### config.mk
export PLATFORM = sky130hd
export DESIGN_NAME = detect_event_logger
export DESIGN_NICKNAME = d
export VERILOG_FILES = /design/src/rtl/detect_event_logger.sv
export SDC_FILE = /design/constraint.sdc
export NUM_CORES = 1
export LEC_CHECK = 0
export CORE_MARGIN = 3
export CORE_UTILIZATION = 35
export DETAILED_ROUTE_END_ITERATION = 6
export DONT_BUFFER_PORTS = 1
export SYNTH_ARGS = -nofsm -noshare
export SYNTH_HDL_FRONTEND = slang
export SYNTH_SLANG_ARGS = --single-unit
### constraint.sdc
create_clock -name clk -period 1.9 [get_ports clk]
set_input_delay 0.38 -clock clk [delete_from_list [all_inputs] [get_ports clk]]
set_output_delay 0.38 -clock clk [all_outputs]
set_load 0.005 [all_outputs]
### src/rtl/detect_event_logger.sv
// Timestamps each detector pulse into a small first-word-fall-through FIFO
// and keeps saturating event/drop counters plus a sticky overflow flag.
module detect_event_logger #(
    parameter int TS_W  = 16,
    parameter int DEPTH = 4,
    parameter int CNT_W = 8
) (
    input  logic                     clk,
    input  logic                     rst,
    input  logic                     det_in,
    output logic                     out_valid,
    input  logic                     out_ready,
    output logic [TS_W-1:0]          out_ts,
    output logic [$clog2(DEPTH):0]   fifo_level,
    output logic [CNT_W-1:0]         total_count,
    output logic [CNT_W-1:0]         drop_count,
    output logic                     overflow
);

    localparam int PW = $clog2(DEPTH);
    localparam int LW = PW + 1;

    logic [TS_W-1:0]  ts_q, ts_d;
    logic [TS_W-1:0]  mem_q [DEPTH];
    logic [PW-1:0]    rd_ptr_q, rd_ptr_d;
    logic [PW-1:0]    wr_ptr_q, wr_ptr_d;
    logic [LW-1:0]    level_q, level_d;
    logic [CNT_W-1:0] total_q, total_d;
    logic [CNT_W-1:0] drop_q, drop_d;
    logic             ovf_q, ovf_d;
    logic             pop_s, push_s, drop_s, full_s;

    // Handshake decode and next-state computation.
    always_comb begin
        full_s   = (level_q == LW'(DEPTH));
        pop_s    = (level_q != LW'(0)) && out_ready;
        // A pop in the same cycle frees a slot, so a full FIFO still accepts.
        push_s   = det_in && (!full_s || pop_s);
        drop_s   = det_in && full_s && !pop_s;

        ts_d     = ts_q + TS_W'(1);
        wr_ptr_d = push_s ? wr_ptr_q + PW'(1) : wr_ptr_q;
        rd_ptr_d = pop_s  ? rd_ptr_q + PW'(1) : rd_ptr_q;

        case ({push_s, pop_s})
            2'b10:   level_d = level_q + LW'(1);
            2'b01:   level_d = level_q - LW'(1);
            default: level_d = level_q;
        endcase

        if (det_in && (total_q != {CNT_W{1'b1}})) begin
            total_d = total_q + CNT_W'(1);
        end else begin
            total_d = total_q;
        end

        if (drop_s && (drop_q != {CNT_W{1'b1}})) begin
            drop_d = drop_q + CNT_W'(1);
        end else begin
            drop_d = drop_q;
        end

        ovf_d = ovf_q | drop_s;
    end

    // Control state, counters and pointers.
    always_ff @(posedge clk) begin
        if (rst) begin
            ts_q     <= '0;
            rd_ptr_q <= '0;
            wr_ptr_q <= '0;
            level_q  <= '0;
            total_q  <= '0;
            drop_q   <= '0;
            ovf_q    <= 1'b0;
        end else begin
            ts_q     <= ts_d;
            rd_ptr_q <= rd_ptr_d;
            wr_ptr_q <= wr_ptr_d;
            level_q  <= level_d;
            total_q  <= total_d;
            drop_q   <= drop_d;
            ovf_q    <= ovf_d;
        end
    end

    // Entry storage; contents are left as-is by reset.
    always_ff @(posedge clk) begin
        if (!rst && push_s) begin
            mem_q[wr_ptr_q] <= ts_q;
        end
    end

    assign out_valid   = (level_q != LW'(0));
    // Gated so an empty FIFO never exposes stale storage (zero after reset).
    assign out_ts      = out_valid ? mem_q[rd_ptr_q] : TS_W'(0);
    assign fifo_level  = level_q;
    assign total_count = total_q;
    assign drop_count  = drop_q;
    assign overflow    = ovf_q;

endmodule

==> impl_metrics.yaml <==
status:
  status: "complete, but fails checks"
  violations: "negative setup slack"
power:
  ir_drop_mv: 0.625
  powerDensity_nw_per_um2: 929
  p_leak_nw: 1.70
  fin_total_pwr_mw: 4.77
critical_path:
  ff2ff_path_depth: 6
  rrSetupSlack_ps: 130
  worst_r2r_startpoint: "fifo_level[0]$_SDFFE_PP0P_"
  critPathKind: "reg2out"
  critPathMaxFanout: 8
  reg2reg_to: "fifo_level[1]$_SDFFE_PP0P_"
  crit_path_start_kind: "register"
  arrival_ps: 1590
  worstPathRequired_ps: 1520
  end_kind: "output pin"
floorplan:
  core_area_sq_um: 12200
  io_pins: 41
  initial_utilization_pct: 36.3
  dieArea_sq_um: 14100
  rows: 40
  die-width_um: 119
  die_h_um: 119
sta:
  tightest_slew_ps: 421
  rsz0062_at_grt: "true"
  hold_viol: 0
  setup_viol: 16
  fmax_mhz: 507
  finalCritPeriodShare_pct: 104
  period_minus_slack_ps: 1970
  clock_skew_ps: 7.67
  slew-limit-headroom_pct: 71.8
  worst_slack_ps: -74.2
  slew_violations: 0
synth:
  ys_types: 44
  synth_edf_count: 64
  syn-num-nets: 347
  ys_ff_latch: 106
  async_flop_share_pct: 0
  synthFlopType: "edfxtp_1"
  ys_seq_area_share_pct: 62.3
  yosys_warnings: 0
  netlist_instances: 335
  syn_avg_cell_area_sq_um: 13.2
  syn_area_sq_um: 4440
min_path:
  min_to: "total_count[1]$_SDFFE_PP0P_"
  min_from: "rst"
  min_path_type: "in2reg"
  hold_depth: 1
clock_tree:
  cts_tree: "done"
  cts-htree-levels: 3
  cts_buffer_depth: 2
  cts_sinks: 106
  clock_latency_ps: 350
  cts-buffers-inserted: 9
  path_clk_slew_ps: 70
  cts_root_buf: "clkbuf_16"
route:
  routedWlPerCell_um: 15.3
  routed_via_density: 5.01
  drt_pass1_iterations: 5
  ant_nets: 0
  drc: 0
  drt_wl_total_um: 7980
  dr_total_vias: 2612
  first_iter_violations: 191
placed_design:
  post_dp_cell_area_sq_um: 4770
  port-buffer-count: 0
  placed_cells: 504
  dp_hpwl_um: 4980
  gp_congestion: 0.773
  pre_cts_slack_ps: 93.2
cells_and_area:
  fin_area_sq_um: 5130
  drive_above_1_share_pct: 21.5
  syn_to_final_growth_pct: 15.6
  num_antenna_cells: 0
  final_cells: 521
  fillerInstances: 1180
  fin_nets: 360
grt:
  grt_max_degree: 48
  grt_usage_pct: 12.0
  grt-ovfl-total: 0
  grt_first_pass_wirelength_um: 13400
  grt_antenna_before_repair: 0
  first_global_vias: 2587
run:
  cap_violations: 0
cell type report:
cell class	instances	area, sq um	area share [%]
clock inverters	7	57.6	1.12
well taps	168	210	4.10
multi-input cells	206	1620	31.7
repair buffers	18	218	4.24
flip-flops and latches	106	2770	54.0
inverters	7	26.3	0.512
clock buffers	9	225	4.39
cells in the final DEF (no fill, tap or decap), types with 4 or more instances in the layout:
cell type	n
dfxtp_1	39
nand2_1	19
xor2_1	9
edfxtp_1	64
buf_12	5
buf_4	12
a21oi_1	15
mux4_2	16
o21ai_0	7
or4_1	7
o31ai_1	5
nor3_1	4
nand4_1	7
and2_1	5
nor2b_1	5
xnor2_1	8
inv_1	7
ha_1	7
clkbuf_16	9
and2_4	16
nor2_1	29
mux2i_1	4
nand3_1	12
where the power goes:
| group | switching [mW] | internal [mW] | leakage, nW | total [mW] |
|---|---|---|---|---|
| Combinational | 0.209 | 0.263 | 0.620 | 0.472 |
| Sequential | 0.0486 | 2.49 | 0.943 | 2.54 |
| Clock | 0.847 | 0.909 | 0.135 | 1.76 |
metal layers:
layer	up-vias	share of wire (%)	GRT usage (%)
li1	1265	-	-
met1	1280	45	14.6
met2	57	49	19.7
met3	10	5.5	4.40
met4	0	1.2	3.91
met5	-	0	0
Yosys cell counts, types with 2 or more instances:
cell type | count | area [sq um]
edfxtp_1 | 64 | 1920
dfxtp_1 | 42 | 841
nor2_1 | 29 | 109
and2_1 | 21 | 131
nand2_1 | 19 | 71.3
mux4_2 | 16 | 360
a21oi_1 | 15 | 75.1
nand3_1 | 12 | 60.1
clkbuf_1 | 9 | 33.8
xor2_1 | 9 | 78.8
xnor2_1 | 8 | 70.1
ha_1 | 7 | 87.6
inv_1 | 7 | 26.3
nand4_1 | 7 | 43.8
o21ai_0 | 7 | 35.0
or4_1 | 7 | 52.6
nor2b_1 | 6 | 37.5
o31ai_1 | 5 | 37.5
mux2i_1 | 4 | 40.0
nor3_1 | 4 | 20.0
or3_1 | 4 | 25.0
buf_1 | 3 | 11.3
buf_2 | 3 | 15.0
nor4_1 | 3 | 18.8
and3_1 | 2 | 12.5
mux2_2 | 2 | 22.5
nand2b_1 | 2 | 12.5
o2111ai_1 | 2 | 17.5
critical path: stages (launching register included):
cell and delay, ps:
dfxtp_4 410, buf_12 160, mux4_2 510, and2_4 180
state kept, by name, indices dropped and copies added (netlist names), named ones only:
| register | cells |
|---|---|
| overflow | 1 |
| fifo_level | 3 |
| rd_ptr_q | 2 |
| drop_count | 8 |
| total_count | 8 |
| ts_q | 16 |
| wr_ptr_q | 2 |
| mem_q | 64 |
repair_timing:
action | 4_1_cts | 5_1_grt
hold buffers | 0 | 0
resized for setup | 21 | 0
setup buffers | 0 | 0
endpoints found under the hold margin | 0 | 0
endpoints found under the setup margin | 16 | 16
cloned | 1 | 0
cell families after synthesis:
logic type	share of synthesized area, %
flops	62.3
mux	9.53
compound gates	5.33
xor+xnor	3.36
simple gates	14.9
buf+inv	2.20
fa+ha+maj	2.43
worst max-delay path by stage:
stage,startpoint,to,slack (ps),cells after the start
after floorplan,fifo_level[0]$_SDFFE_PP0P_,fifo_level[1]$_SDFFE_PP0P_,2,8
after global placement,fifo_level[0]$_SDFFE_PP0P_,fifo_level[1]$_SDFFE_PP0P_,160,6
after detailed placement,fifo_level[0]$_SDFFE_PP0P_,fifo_level[2]$_SDFFE_PP0P_,90,6
after CTS,register,out_ts[11],-100,3
after global routing,register,out_ts[12],-140,3
final,register,out_ts[11],-70,3
metrics by stage:
stage	util [%]	TNS, ps	hold WS (ps)
floorplan	-	0	460
global placement	39.1	0	452
detailed placement	39.1	0	457
CTS	42.0	-1100	83.0
global route	42.0	-1790	74.8
finish	42.0	-851	96.1
Note: power is estimated with default switching activity, not from simulation.
